[src/rtl/regfile_wb_arbiter.sv]
// Writeback arbiter for the shared regfile write port: round-robin grant with a
// bounded burst lock, x0 write dropping and read-after-write hazard flags.
module regfile_wb_arbiter #(
    parameter int  NREQ     = 3,
    parameter int  ADDR_W   = 5,
    parameter int  DATA_W   = 32,
    parameter int  MAX_LOCK = 8,
    localparam int GID_W    = $clog2(NREQ)
) (
    input  logic                   clk,
    input  logic                   rst,
    input  logic [NREQ-1:0]        req_valid,
    input  logic [NREQ-1:0]        req_lock,
    input  logic [NREQ*ADDR_W-1:0] req_addr,
    input  logic [NREQ*DATA_W-1:0] req_data,
    output logic [NREQ-1:0]        req_ready,
    output logic                   we,
    output logic [ADDR_W-1:0]      waddr,
    output logic [DATA_W-1:0]      wdata,
    output logic [GID_W-1:0]       grant_id,
    input  logic [ADDR_W-1:0]      rs1_addr,
    input  logic [ADDR_W-1:0]      rs2_addr,
    output logic                   rs1_hazard,
    output logic                   rs2_hazard
);
    localparam int CNT_W = $clog2(MAX_LOCK + 1);

    typedef enum logic [0:0] {ST_IDLE = 1'b0, ST_LOCKED = 1'b1} state_t;

    state_t            state_q, state_d;
    logic [GID_W-1:0]  ptr_q, ptr_d;
    logic [GID_W-1:0]  owner_q, owner_d;
    logic [GID_W-1:0]  grant_id_q, grant_id_d;
    logic [CNT_W-1:0]  count_q, count_d;
    logic              we_q, we_d;
    logic [ADDR_W-1:0] waddr_q, waddr_d;
    logic [DATA_W-1:0] wdata_q, wdata_d;

    logic [ADDR_W-1:0] addr_a [NREQ];
    logic [DATA_W-1:0] data_a [NREQ];
    logic [NREQ-1:0]   is_x0;
    logic [NREQ-1:0]   cand;
    logic [NREQ-1:0]   ready_c;
    logic [GID_W-1:0]  win_id;
    logic              win_found;

    function automatic logic [GID_W-1:0] next_ptr(input logic [GID_W-1:0] id);
        if (int'(id) >= NREQ - 1) begin
            return {GID_W{1'b0}};
        end else begin
            return id + GID_W'(1);
        end
    endfunction

    // Unpack requester buses and classify each beat as x0 drop or real candidate.
    always_comb begin
        is_x0 = {NREQ{1'b0}};
        cand  = {NREQ{1'b0}};
        for (int i = 0; i < NREQ; i++) begin
            addr_a[i] = req_addr[i*ADDR_W +: ADDR_W];
            data_a[i] = req_data[i*DATA_W +: DATA_W];
            is_x0[i]  = req_valid[i] && (addr_a[i] == {ADDR_W{1'b0}});
            cand[i]   = req_valid[i] && !is_x0[i];
        end
    end

    // Round-robin search: scanning downward leaves the lowest offset from ptr as winner.
    always_comb begin
        logic [GID_W-1:0] idx;
        idx       = {GID_W{1'b0}};
        win_id    = {GID_W{1'b0}};
        win_found = 1'b0;
        for (int k = NREQ - 1; k >= 0; k--) begin
            idx       = GID_W'((int'(ptr_q) + k) % NREQ);
            win_id    = cand[idx] ? idx : win_id;
            win_found = win_found | cand[idx];
        end
    end

    // Next-state, handshake and write-beat selection.
    always_comb begin
        state_d    = state_q;
        ptr_d      = ptr_q;
        owner_d    = owner_q;
        count_d    = count_q;
        we_d       = 1'b0;
        waddr_d    = waddr_q;
        wdata_d    = wdata_q;
        grant_id_d = grant_id_q;
        ready_c    = is_x0;
        case (state_q)
            ST_IDLE: begin
                if (win_found) begin
                    ready_c[win_id] = 1'b1;
                    we_d            = 1'b1;
                    waddr_d         = addr_a[win_id];
                    wdata_d         = data_a[win_id];
                    grant_id_d      = win_id;
                    ptr_d           = next_ptr(win_id);
                    if (req_lock[win_id] && (MAX_LOCK > 1)) begin
                        state_d = ST_LOCKED;
                        owner_d = win_id;
                        count_d = CNT_W'(1);
                    end else begin
                        state_d = ST_IDLE;
                    end
                end else begin
                    state_d = ST_IDLE;
                end
            end
            ST_LOCKED: begin
                if (req_valid[owner_q]) begin
                    ready_c[owner_q] = 1'b1;
                    count_d          = count_q + CNT_W'(1);
                    if (cand[owner_q]) begin
                        we_d       = 1'b1;
                        waddr_d    = addr_a[owner_q];
                        wdata_d    = data_a[owner_q];
                        grant_id_d = owner_q;
                    end else begin
                        we_d = 1'b0;
                    end
                    if (!req_lock[owner_q] || (count_d >= CNT_W'(MAX_LOCK))) begin
                        state_d = ST_IDLE;
                    end else begin
                        state_d = ST_LOCKED;
                    end
                end else begin
                    state_d = ST_IDLE;
                end
            end
            default: begin
                state_d = ST_IDLE;
            end
        endcase
    end

    // State and registered write-port outputs.
    always_ff @(posedge clk) begin
        if (rst) begin
            state_q    <= ST_IDLE;
            ptr_q      <= {GID_W{1'b0}};
            owner_q    <= {GID_W{1'b0}};
            count_q    <= {CNT_W{1'b0}};
            we_q       <= 1'b0;
            waddr_q    <= {ADDR_W{1'b0}};
            wdata_q    <= {DATA_W{1'b0}};
            grant_id_q <= {GID_W{1'b0}};
        end else begin
            state_q    <= state_d;
            ptr_q      <= ptr_d;
            owner_q    <= owner_d;
            count_q    <= count_d;
            we_q       <= we_d;
            waddr_q    <= waddr_d;
            wdata_q    <= wdata_d;
            grant_id_q <= grant_id_d;
        end
    end

    assign req_ready  = rst ? {NREQ{1'b0}} : ready_c;
    assign we         = we_q;
    assign waddr      = waddr_q;
    assign wdata      = wdata_q;
    assign grant_id   = grant_id_q;
    // A read launched now returns the pre-write value of the beat on the port.
    assign rs1_hazard = we_q && (waddr_q == rs1_addr) && (waddr_q != {ADDR_W{1'b0}});
    assign rs2_hazard = we_q && (waddr_q == rs2_addr) && (waddr_q != {ADDR_W{1'b0}});

endmodule
[config.mk]
export PLATFORM = sky130hd
export DESIGN_NAME = regfile_wb_arbiter
export DESIGN_NICKNAME = d
export VERILOG_FILES = /design/src/rtl/regfile_wb_arbiter.sv
export SDC_FILE = /design/constraint.sdc
export NUM_CORES = 1
export LEC_CHECK = 0
export CAP_MARGIN = 20
export CORE_MARGIN = 1.5
export CORE_UTILIZATION = 30
export CTS_BUF_LIST = sky130_fd_sc_hd__clkbuf_4
export DETAILED_ROUTE_END_ITERATION = 12
export GPL_ROUTABILITY_DRIVEN = 1
export PLACE_DENSITY = 0.7
export SLEW_MARGIN = 20
export SYNTH_ARGS = -nofsm -noshare
export SYNTH_HDL_FRONTEND = slang
export SYNTH_SLANG_ARGS = --single-unit
[constraint.sdc]
create_clock -name clk -period 6.6 [get_ports clk]
set_clock_uncertainty 0.15 [all_clocks]
set_input_delay 1.32 -clock clk [delete_from_list [all_inputs] [get_ports clk]]
set_output_delay 1.32 -clock clk [all_outputs]
set_load 0.1 [all_outputs]
==> key figures <==
Worst setup path
  – Crit Path Max Fanout: 6
  – Kind of critical path: input pin to primary output
  – Reg2reg setup slack: between 2 and 3 ns
  – R2R Path Start: owner_q[0]$_SDFFE_PP0P_
  – Reg2reg end: wdata[23]$_SDFFE_PP0P_
  – Crit path from: req_addr[8]
  – Crit end category: primary output
  – Data required, critical path: between 5 and 6 ns
  – Critical Path Source Type: input pin
  – Register-to-Register Path Depth: 7
  – CP arrival: about 3.6 ns

Layout
  – P&R area growth vs syn: 46.6%
  – NumNets Final: between 700 and 800
  – Share of layout cells above drive strength 1: 0.0468

Clock tree
  – H-tree levels: 2
  – Clock buffer count from CTS: 5
  – Root buf cell: clkbuf_4
  – Clock sink count: 49
  – Clock Path Buffers: 2
  – Cts repair resizes: 0
  – CTS tree: done
  – Post CTS Setup Buffer Count: 0
  – CTS Hold Bufs: 0
  – Insertion delay of the later-clocked pin in the worst-skew pair: 0.38 ns
  – Clk slew on worst S/H paths: about 0.16 ns

Global route
  – Grt ovf: 0
  – Vias in the first global route: just over 5000
  – Global-route wire length before repair: between 20000 and 30000 um
  – Initial antenna violation count: 1
  – Total GRT Usage: 0.220
  – Largest net degree at the start of global routing: 49

Power and ir drop
  – Pwr Density: 505 nW/um2
  – Leakage: 1.88 nW
  – Clk pwr share: 0.051
  – Peak supply drop: roughly 0.34 mV
  – Int Pwr: between 1 and 1.5 mW
  – P_sw: about 1.9 mW
  – Sequential Power Share: 0.202
  – Comb power frac: 0.747
  – Sw frac: 0.623

Drt
  – Drt initial violations: 380
  – DRT Wirelength: between 15000 and 20000 um
  – Vias per Instance: approximately 5.7
  – DRC: 0
  – First-pass DRT Iterations: 5
  – Post-DR wirelength/cell: 18.7 um
  – Via Count: 4799
  – DRT antenna net count: 0

Logic synthesis
  – Proportion of synthesized area in mux cells: 0.105
  – Synth Cell Area: ~4000 um2
  – Largest family of logic cells by synthesized area: compound AO/OA/AOI/OAI gates
  – Syn Inst Count: around 520
  – Area share of the largest cell type after synthesis: 0.243
  – Yosys cell types: 57
  – Adder-cell share of the synthesized area: 0.00929
  – EDFF count, synth: 0
  – Synth Area in XOR/XNOR: 0.0239
  – Synth warnings: 0
  – Asr flop ratio synth: 0
  – Synth Area per Inst: 7.74 um2
  – Flops & latches, synth: between 40 and 50
  – Synth area leader: dfxtp_1
  – Synth Area in Compound Gates: 0.357
  – Syn_nets: between 600 and 700
  – Most common cell in the netlist: nand2_1
  – Top cells by count, synth: 50 x nand2_1, 49 x dfxtp_1, 43 x inv_1
  – Prevailing post-synth register cell: dfxtp_1
  – Synth top area cells: dfxtp_1 24%, mux2i_1 9.9%, o32ai_1 8.0%
  – Post-synthesis simple-gate area fraction: 0.165
  – Post-synthesis sequential area ratio: 0.243

Floorplan
  – Die Width: 119 um
  – Std-Cell Rows: 42
  – Initial Util: 0.306
  – Full die area: 14200 um2
  – Die Y-Extent: ~120 um
  – Core Area: between 10000 and 15000 um2
  – Io pins: 174

STA
  – Final Max Slew Viols: 0
  – Normalized max-slew margin: 0.263
  – Worst-Margin Slew: between 1 and 1.5 ns
  – Final hold violation count: 0
  – Setup violations, final: 0
  – Min setup slack post-route: 1.50 ns
  – RSZ-0062 raised after global routing: false
  – Fin Setup TNS: 0 ns
  – Post-layout min period: just over 5 ns
  – Fmax achieved: approximately 200 MHz
  – Final worst-path cycle share: 0.773

Placed design
  – Post-detail-place hpwl: 10200 um
  – Placer congestion estimate: around 0.91
  – Dpl ws: between 1.5 and 2 ns
  – Buffers on Ports: around 170

Hold path
  – Hold Crit Start: wdata[4]$_SDFFE_PP0P_
  – Hold Path End: wdata[4]$_SDFFE_PP0P_
  – Hold Path Class: register to register
  – Worst hold path depth: 2

Flow run
  – MaxCap Viol Count: 0

Status
  – Status: finished clean
[per-stage QoR]
step	std cells	utilization	hold WS [ns]	power (mW)	cell area, um2
2_1_floorplan	522	-	0.298	2.27	4040
3_3_place_gp	828	0.441	0.292	2.79	5810
3_5_place_dp	828	0.441	0.300	2.82	5810
4_1_cts	836	0.445	0.324	2.98	5870
5_1_grt	839	0.449	0.341	3.14	5920
6_report	839	0.449	0.318	2.99	5920
[placed cells by master, fill, tap and decap left out, types with 4 or more instances in the layout]
cell and instances:
inv_1 43, nand2_1 50, o31ai_1 4, and2_1 37, nor2_1 7, a21oi_1 13
dfxtp_1 46, xor2_1 5, or3_1 4, o21ai_1 4, clkbuf_4 6, xnor2_1 6
clkdlybuf4s50_1 170, nand4_1 5, nand3_1 11, o21ai_0 39, o211ai_1 39, o32ai_1 37
o311ai_0 4, mux2i_1 40, buf_4 6, a211oi_1 36
[flip-flops by register name, indices dropped and copies added (netlist names)]
| register | flops |
|---|---|
| state_q | 1 |
| waddr | 5 |
| count_q | 4 |
| grant_id | 2 |
| we | 1 |
| wdata | 32 |
| ptr_q | 2 |
| owner_q | 2 |
[worst max path at each step]
stage / to / slack (ns)
after global placement: req_ready[1] / 1.58
after CTS: req_ready[1] / 1.53
after detailed placement: req_ready[1] / 1.54
after floorplan: rs1_hazard / 0.69
after global routing: req_ready[0] / 1.37
final: req_ready[1] / 1.50
[critical path, stage by stage]
cell and delay [ns]:
clkdlybuf4s50_1 0.46, or4_4 0.58, o21ai_1 0.23, a31oi_1 0.18
and3_1 0.36, nand3_1 0.16, a21oi_1 0.12, buf_12 0.21
[per-layer routing]
layer | wire length (um) | share of wire | vias to the layer above | GRT usage
met2 | 7760 | 0.49 | 220 | 0.393
met5 | 0 | 0 | - | 0
met1 | 6670 | 0.42 | 2328 | 0.262
met3 | 1130 | 0.072 | 8 | 0.0388
li1 | - | - | 2243 | -
met4 | 133 | 0.0085 | 0 | 0.0821
[kinds of logic (layout without fill, tap and decap cells)]
kind of cell / count (synthesis) / in the layout
compound gates: 197 / 197
simple gates: 130 / 130
buf+inv: 90 / 230
flops: 49 / 49
mux: 42 / 42
xor+xnor: 11 / 11
fa+ha+maj: 3 / 3
other cells: 0 / 1
[power groups by stage]
stage	registers [mW]	logic, mW	clock network [mW]
floorplan	1.45	0.816	0
global route	0.625	2.34	0.172
finish	0.604	2.23	0.153
CTS	0.604	2.21	0.162
detailed placement	0.608	2.21	0
global placement	0.605	2.18	0
[area by class of cell]
type,instances,area [um2]
flip-flops and latches,49,985
well taps,176,220
multi-input cells,383,2680
repair buffers,179,1810
fillers,1314,7270
diodes,1,2.50
clock inverters,2,10.0
inverters,43,161
clock buffers,6,45.0
No activity file was read; power rests on OpenSTA's default activity.
